$ cat config.mk
export PLATFORM = sky130hd
export DESIGN_NAME = noc_out_arbiter
export DESIGN_NICKNAME = d
export VERILOG_FILES = /design/src/rtl/noc_pkg.sv /design/src/rtl/noc_out_arbiter_rr_pick.sv /design/src/rtl/noc_out_arbiter.sv
export SDC_FILE = /design/constraint.sdc
export NUM_CORES = 1
export LEC_CHECK = 0
export BUFFER_PORTS_ARGS = -buffer_cell sky130_fd_sc_hd__clkbuf_2
export CAP_MARGIN = 25
export CORE_AREA = 2 2 96 98
export DETAILED_ROUTE_END_ITERATION = 10
export DIE_AREA = 0 0 98 100
export GPL_ROUTABILITY_DRIVEN = 1
export HOLD_SLACK_MARGIN = 0.08
export PLACE_DENSITY = 0.76
export SETUP_SLACK_MARGIN = 0.1
export SYNTH_ARGS = -nofsm -noshare
export SYNTH_HDL_FRONTEND = slang
export SYNTH_HIERARCHICAL = 1
export SYNTH_SLANG_ARGS = --single-unit
$ cat constraint.sdc
create_clock -name clk -period 4.4 [get_ports clk]
set_clock_uncertainty 0.2 [all_clocks]
set_input_delay 0 -clock clk [delete_from_list [all_inputs] [get_ports clk]]
set_output_delay 0 -clock clk [all_outputs]
set_load 0.02 [all_outputs]
$ cat src/rtl/noc_pkg.sv
// noc_pkg: shared mesh-node constants and arbiter state encoding
package noc_pkg;
   localparam int NORTH      = 0;
   localparam int SOUTH      = 1;
   localparam int EAST       = 2;
   localparam int WEST       = 3;
   localparam int LOCAL      = 4;
   localparam int NODE_PORTS = 5;
   localparam int NOC_FLIT_W = 32;
   typedef enum logic {ARB_IDLE, ARB_LOCKED} arb_state_t;
endpackage

$ cat src/rtl/noc_out_arbiter_rr_pick.sv
// rr_pick: combinational round-robin picker, first set req bit scanning upward from rr_ptr (mod N)
//   req    - request vector
//   rr_ptr - scan start index
//   any    - at least one request set
//   winner - index of the chosen requester (0 when any=0)
module rr_pick #(
   parameter int N     = 5,
   parameter int IDX_W = $clog2(N)
) (
   input  logic [N-1:0]     req,
   input  logic [IDX_W-1:0] rr_ptr,
   output logic             any,
   output logic [IDX_W-1:0] winner
);
   // Scanning from the far end means the last hit written is the nearest one to rr_ptr.
   always_comb begin
      any    = |req;
      winner = '0;
      for (int i = N - 1; i >= 0; i--) begin
         if (req[(int'(rr_ptr) + i) % N]) winner = IDX_W'((int'(rr_ptr) + i) % N);
      end
   end
endmodule

$ cat src/rtl/noc_out_arbiter.sv
// noc_out_arbiter: per-output-port round-robin switch allocator with wormhole packet locking
//   clk, rst            - clock, synchronous active-high reset
//   in_valid/last/data  - per-requester flit offer
//   in_ready            - per-requester accept (only the lock holder, mirrors out_ready)
//   out_valid/last/data - output link flit, muxed from the lock holder
//   out_ready           - downstream accept
//   owner, locked       - current lock holder and lock status
module noc_out_arbiter import noc_pkg::*; #(
   parameter int N_REQ  = NODE_PORTS,
   parameter int FLIT_W = NOC_FLIT_W,
   parameter int IDX_W  = $clog2(N_REQ)
) (
   input  logic                           clk,
   input  logic                           rst,
   input  logic [N_REQ-1:0]               in_valid,
   input  logic [N_REQ-1:0]               in_last,
   input  logic [N_REQ-1:0][FLIT_W-1:0]   in_data,
   output logic [N_REQ-1:0]               in_ready,
   output logic                           out_valid,
   output logic                           out_last,
   output logic [FLIT_W-1:0]              out_data,
   input  logic                           out_ready,
   output logic [IDX_W-1:0]               owner,
   output logic                           locked
);
   arb_state_t       state_q, state_d;
   logic [IDX_W-1:0] rr_ptr_q, rr_ptr_d, owner_q, owner_d, winner;
   logic             any;

   rr_pick #(.N(N_REQ), .IDX_W(IDX_W)) u_pick (
      .req    (in_valid),
      .rr_ptr (rr_ptr_q),
      .any    (any),
      .winner (winner)
   );

   always_comb begin
      state_d   = state_q;
      rr_ptr_d  = rr_ptr_q;
      owner_d   = owner_q;
      locked    = 1'b0;
      out_valid = 1'b0;
      out_last  = 1'b0;
      out_data  = '0;
      in_ready  = '0;
      if (state_q == ARB_IDLE) begin
         state_d = any ? ARB_LOCKED : ARB_IDLE;
         owner_d = any ? winner : owner_q;
      end else begin
         locked            = 1'b1;
         out_valid         = in_valid[owner_q];
         out_last          = in_last[owner_q];
         out_data          = in_data[owner_q];
         in_ready[owner_q] = out_ready;
         // Explicit wrap keeps the pointer inside 0..N_REQ-1 for non-power-of-2 N_REQ.
         if (out_valid && out_ready && out_last) begin
            state_d  = ARB_IDLE;
            rr_ptr_d = (owner_q == IDX_W'(N_REQ - 1)) ? '0 : owner_q + 1'b1;
         end
      end
   end

   always_ff @(posedge clk) begin
      if (rst) begin
         state_q  <= ARB_IDLE;
         rr_ptr_q <= '0;
         owner_q  <= '0;
      end else begin
         state_q  <= state_d;
         rr_ptr_q <= rr_ptr_d;
         owner_q  <= owner_d;
      end
   end

   assign owner = owner_q;
endmodule

# After elaboration in Yosys (flattened, before gate mapping)
# Index checks and enable logic that the tools add are counted.
# word_totals
input_bits,173
ff_bits,7
# classes
n_div,5
reduce_logical,6
n_lt_le_gt_ge,7
n_bitwise,2
addsub,5
mux,37
n_eq_ne,1
# ops
cell,count
32-bit by 5-bit less-than comparator with 1-bit output (second input constant),5
32-bit by 4-bit modulo with 32-bit output (second input constant),4
32-bit binary-select mux with 3-bit select,1
32-bit two-way mux,2
4-bit by 4-bit modulo with 32-bit output (second input constant),1
1-bit binary-select mux with 3-bit select,7
1-bit two-way mux,19
3-bit two-way mux,6
3-bit by 2-bit adder with 4-bit output (second input constant),2
5-bit AND,1
5-bit two-way mux,1
5-bit OR reduction,1
3-bit by 1-bit adder with 4-bit output (second input constant),1
3-bit by 3-bit adder with 4-bit output (second input constant),1
3-bit by 4-bit less-than comparator with 1-bit output (second input constant),1
2-bit AND reduction,2
3-bit by 1-bit adder with 3-bit output (second input constant),1
1-bit demux with 3-bit select,1
3-bit equality test (second input constant),1
3-bit by 1-bit >= comparator with 1-bit output (second input constant),1
1-bit logical AND,3
1-bit NOT,1

# Logic depth before layout (Yosys ltp)
# depth
word_depth,10
ltp_mapped,20

# Modules after synthesis
# The synthesis kept the hierarchy.
# modules_own_cells
module,seq_area_each_um2,cells_each,area_per_inst_um2,instances
noc_out_arbiter,140.1,286,1844.3,1
rr_pick,0.0,213,1636.6,1

# Worst setup path before layout
# OpenSTA, ideal clock, no wires.
# synth_path
path_kind,register -> register
startpoint,register rr_ptr_q[0]
endpoint,register owner_q[2] (netlist: owner[2])
period_less_slack_ps,4329
path_stages_with_launch,21
n_path_buf,3
arrival_time_ps,4065
path_slack_ps,71
cell_sequence,dfxtp_1 buf_2 inv_1 buf_1 ha_1 buf_4 xnor2_1 nor2_1 nor2_1 a21oi_1 ha_1 nor2b_1 nor2_1 o211a_1 a211o_1 a2111oi_0 nor3_1 or3_1 o211ai_1 a21oi_1 nor2_1
# synth_between
elab_chain_cells,10
elab_cells_between_ends,29
cone_classes,4 x add/sub; 5 x div; 20 x mux
# synth_rtl
item,line,source
start: declaration,noc_out_arbiter.sv:27,"logic [IDX_W-1:0] rr_ptr_q, rr_ptr_d, owner_q, owner_d, winner;"
start signal: assignment,noc_out_arbiter.sv:70,rr_ptr_q <= rr_ptr_d;
3-bit by 3-bit adder with 4-bit output,noc_out_arbiter_rr_pick.sv:20,if (req[(int'(rr_ptr) + i) % N]) winner = IDX_W'((int'(rr_ptr) + i) % N);
32-bit by 4-bit modulo with 32-bit output,noc_out_arbiter_rr_pick.sv:20,
1-bit binary-select mux with 3-bit select,noc_out_arbiter_rr_pick.sv:20,
1-bit two-way mux (not written as such) (2 in series),noc_out_arbiter_rr_pick.sv:20,
3-bit two-way mux (4 in series),noc_out_arbiter_rr_pick.sv:20,
3-bit two-way mux *,noc_out_arbiter_rr_pick.sv:20,
named net winner[2],noc_out_arbiter.sv:27,
end signal: assignment,noc_out_arbiter.sv:71,owner_q <= owner_d;
end: declaration,noc_out_arbiter.sv:27,
# Mark *: on every way through the listed nets, which the timed path passes. The rest lies on a longest branch. The select of a mux whose other input is x is not followed.
# A chain may end at the register's enable or synchronous reset.

# Final worst setup path
# layout_path
startpoint,register rr_ptr_q[1]
endpoint,register owner_q[0] (netlist: owner[0])
# Same word-level chain as after synthesis.

==> out/metrics.yaml <==
sta:
  tns_ns: 0
  rsz0062_at_grt: "true"
  finalSetupViolCount: 0
  maxSlewViolCount: 0
  max_freq_mhz: 242
  min_period_ns: 4.13
  fin_crit_sh: 0.938
  final_hold_viol_count: 0
  maxSlewHeadroom: 0.327
  tightest_slew_ns: 1.00
finish:
  final_util: 0.533
  fillers: 871
  antennaDiodeCount: 0
  drive_above_1_share: 0.394
  nNetsFinal: 893
  stdcell_area_um2: 4740
  syn_to_final_growth_pct: 36.2
synth:
  synth_top_area_share: 0.129
  synth_ff_type: "dfxtp_1"
  synth_edf_count: 0
  ys_async_sr_fraction: 0
  yosysSeqAreaShare: 0.0403
  yosysTopAreaCell: "mux2i_1"
  synth_compound_area_frac: 0.375
  synth_fa_ha_area_frac: 0.0917
  synthCells: 499
  netlist_area_um2: 3480
  synth_top_family_by_area: "compound AO/OA/AOI/OAI gates"
  avgSynthCellArea_um2: 6.98
  synthSimpleGateAreaFrac: 0.230
  yosys_warnings: 6
  synth_mux_area_frac: 0.159
  synth.most_common_cell: "nor2_1"
  synth_cell_types: 72
  yosys-top-cells-count: "nor2_1 (94), a21oi_1 (48), mux2i_1 (45)"
  synth-xor-area-share: 0.0277
  synth_area_leaders: "mux2i_1 (13%), nor2_1 (10%), ha_1 (8.3%)"
  synth_nets: 696
  synth-seq-cells: 7
grt:
  grt_pass1_wl_um: 21400
  grt-ovfl-total: 0
  grt_start_max_net_pins: 42
  track_usage: 0.269
  antenna_found_initial: 0
  grt_pass1_vias: 4175
critical_path:
  crit_top_cell: "ha_1"
  slowest_stage: "or3_1"
  cp-start-kind: "flop"
  reg2reg_slack_ns: 0.27
  worstPathMaxFanout: 8
  critPathArrivalTime_ns: 4.10
  critical_path.max_stage_delay_ns: 0.45
  crit_chain: "inv_1 > ha_1 > o21ai_2 > nand2_1 > xnor2_1 > ha_1 > fa_1 > a21boi_1 > nand3_1 > mux2_2 > or3_1 > a31oi_4 > o2111ai_1 > o31a_1 > o31ai_2 > a21oi_1 > nor2_1"
  crit_required_ns: 4.38
  end_kind: "flop"
  r2r-start: "rr_ptr_q[1]$_SDFFE_PP0P_"
  r2r-end: "owner[0]$_SDFFE_PP0P_"
  crit_path_end: "owner[0]$_SDFFE_PP0P_"
  cp-startpoint: "rr_ptr_q[1]$_SDFFE_PP0P_"
  worstSetupPathType: "reg2reg"
  reg2regPathDepth: 17
flow_run:
  max_cap_violations: 0
route:
  ant_nets: 0
  routed_wl_um: 14700
  viasPerCell: 5.86
  drtIter0Drc: 290
  drc: 0
  routed-via-count: 4724
  post_drt_wl_per_cell_um: 18.2
  first_pass_iters: 5
floorplan:
  initial_core_util: 0.392
  die_w_um: 98
  row_count: 35
  die_area_um2: 9800
  core_um2: 8890
  io_pins: 216
  die_y_um: 100
pwr:
  vdd_ir_drop_max_mv: 0.175
  p_per_area_nw_per_um2: 232
  p_leak_nw: 2.20
clocking:
  cts_sinks: 7
  cts.clk_slew.worst_paths_ns: 0.04
  worstSkewPairLatency_ns: 0.24
  cts_buffers: 3
  cts_root_buf: "clkbuf_8"
  clockBufferDepth: 2
  cts_tree: "built"
  postCtsSetupRepairBufs: 0
  cts_max_level: 1
placement:
  dpl.hpwl_um: 11800
  io_buffers: 215
  gp_congestion: 0.928
  postPlaceCellArea_um2: 4640
worst_hold_path:
  hold_class: "in2reg"
run_status:
  status: "finished, final reports clean"
## flip-flops by register name, indices dropped and copies added, names as in the netlist
signal	count
owner	3
rr_ptr_q	3
state_q	1
## worst min path at each step
stage / start / endpoint / slack (ns) / cells past startpoint
6_report: in_valid[4] / state_q$_SDFF_PP0_ / 0.09 / 5
3_5_place_dp: rst / rr_ptr_q[2]$_SDFFE_PP0P_ / 0.08 / 2
3_3_place_gp: rst / rr_ptr_q[2]$_SDFFE_PP0P_ / 0.08 / 2
4_1_cts: in_valid[4] / state_q$_SDFF_PP0_ / 0.08 / 5
2_1_floorplan: rst / rr_ptr_q[2]$_SDFFE_PP0P_ / -0.14 / 1
5_1_grt: in_valid[0] / state_q$_SDFF_PP0_ / 0.14 / 5
## worst max-delay path: cells and delay by family (launching register included)
family	cells	cell delay (ns)
AOI/OAI and AO/OA	7	1.24
buffers and inverters	1	0.08
muxes	1	0.33
and+or+nand+nor	4	0.78
xor gates and xnor gates	1	0.17
DFF	1	0.39
adders and majority gates	3	0.90
## area by class of cell
class | count | area [um^2] | share of cell area
inverter | 22 | 82.6 | 0.0174
sequential | 7 | 145 | 0.0306
tap | 111 | 139 | 0.0293
multi-input combinational | 430 | 3110 | 0.656
timing repair buffer | 232 | 1220 | 0.257
clock buffer | 4 | 45.0 | 0.00950
## cells in the final DEF, fill, tap and decap left out, types with 3 or more instances in the layout
cell,n
a211oi_2,3
a21oi_1,48
a22oi_1,32
a31oi_1,4
and2_1,4
buf_4,15
clkbuf_2,215
clkbuf_8,3
dfxtp_1,3
dfxtp_2,4
ha_1,22
inv_1,20
mux2_2,5
mux2i_1,45
nand2_1,30
nand3_1,12
nand4_1,3
nor2_1,92
nor2b_1,3
nor3_1,12
nor4_1,3
o211a_1,3
o211ai_1,4
o21ai_0,9
o22a_1,30
o31a_1,3
or3_1,4
xnor2_1,5
## through the flow
step / power [mW] / hold slack (ns) / std cells / setup WS (ns)
after CTS: 1.07 / 0.0820 / 805 / 0.135
after detailed placement: 0.967 / 0.0847 / 800 / 0.149
after global placement: 0.951 / 0.0783 / 800 / 0.363
after floorplan: 0.692 / -0.135 / 499 / 0.175
final: 1.10 / 0.0905 / 806 / 0.273
after global routing: 1.17 / 0.142 / 806 / 0.0548
## report_power, final
| part | switching (mW) | internal [mW] | total [mW] |
|---|---|---|---|
| clock network | 0.0324 | 0.0631 | 0.0954 |
| registers | 0.0217 | 0.0704 | 0.0921 |
| logic | 0.535 | 0.376 | 0.911 |
## cells by family after synthesis
family	Yosys count
AND/OR/NAND/NOR	179
AO/OA/AOI/OAI	166
buffers and inverters	62
multiplexers	52
adder cells (fa/ha/maj)	25
XOR/XNOR	8
flip-flops	7
## metal layers
| layer | global-route usage | routed length, um | vias to the layer above | share of wire |
|---|---|---|---|---|
| met4 | 0.0844 | 367 | 0 | 0.025 |
| met1 | 0.381 | 6190 | 2166 | 0.42 |
| met2 | 0.422 | 6630 | 297 | 0.45 |
| met5 | 0 | 0 | - | 0 |
| met3 | 0.0411 | 1470 | 28 | 0.10 |
| li1 | - | - | 2233 | - |
## what timing repair did
| item | 4_1_cts | 5_1_grt |
|---|---|---|
| gates resized for setup | 0 | 8 |
| endpoints found under the hold margin | 7 | 0 |
| hold buffers | 1 | 0 |
| endpoints found under the setup margin | 0 | 3 |
Note: power is estimated with default switching activity, not from simulation.
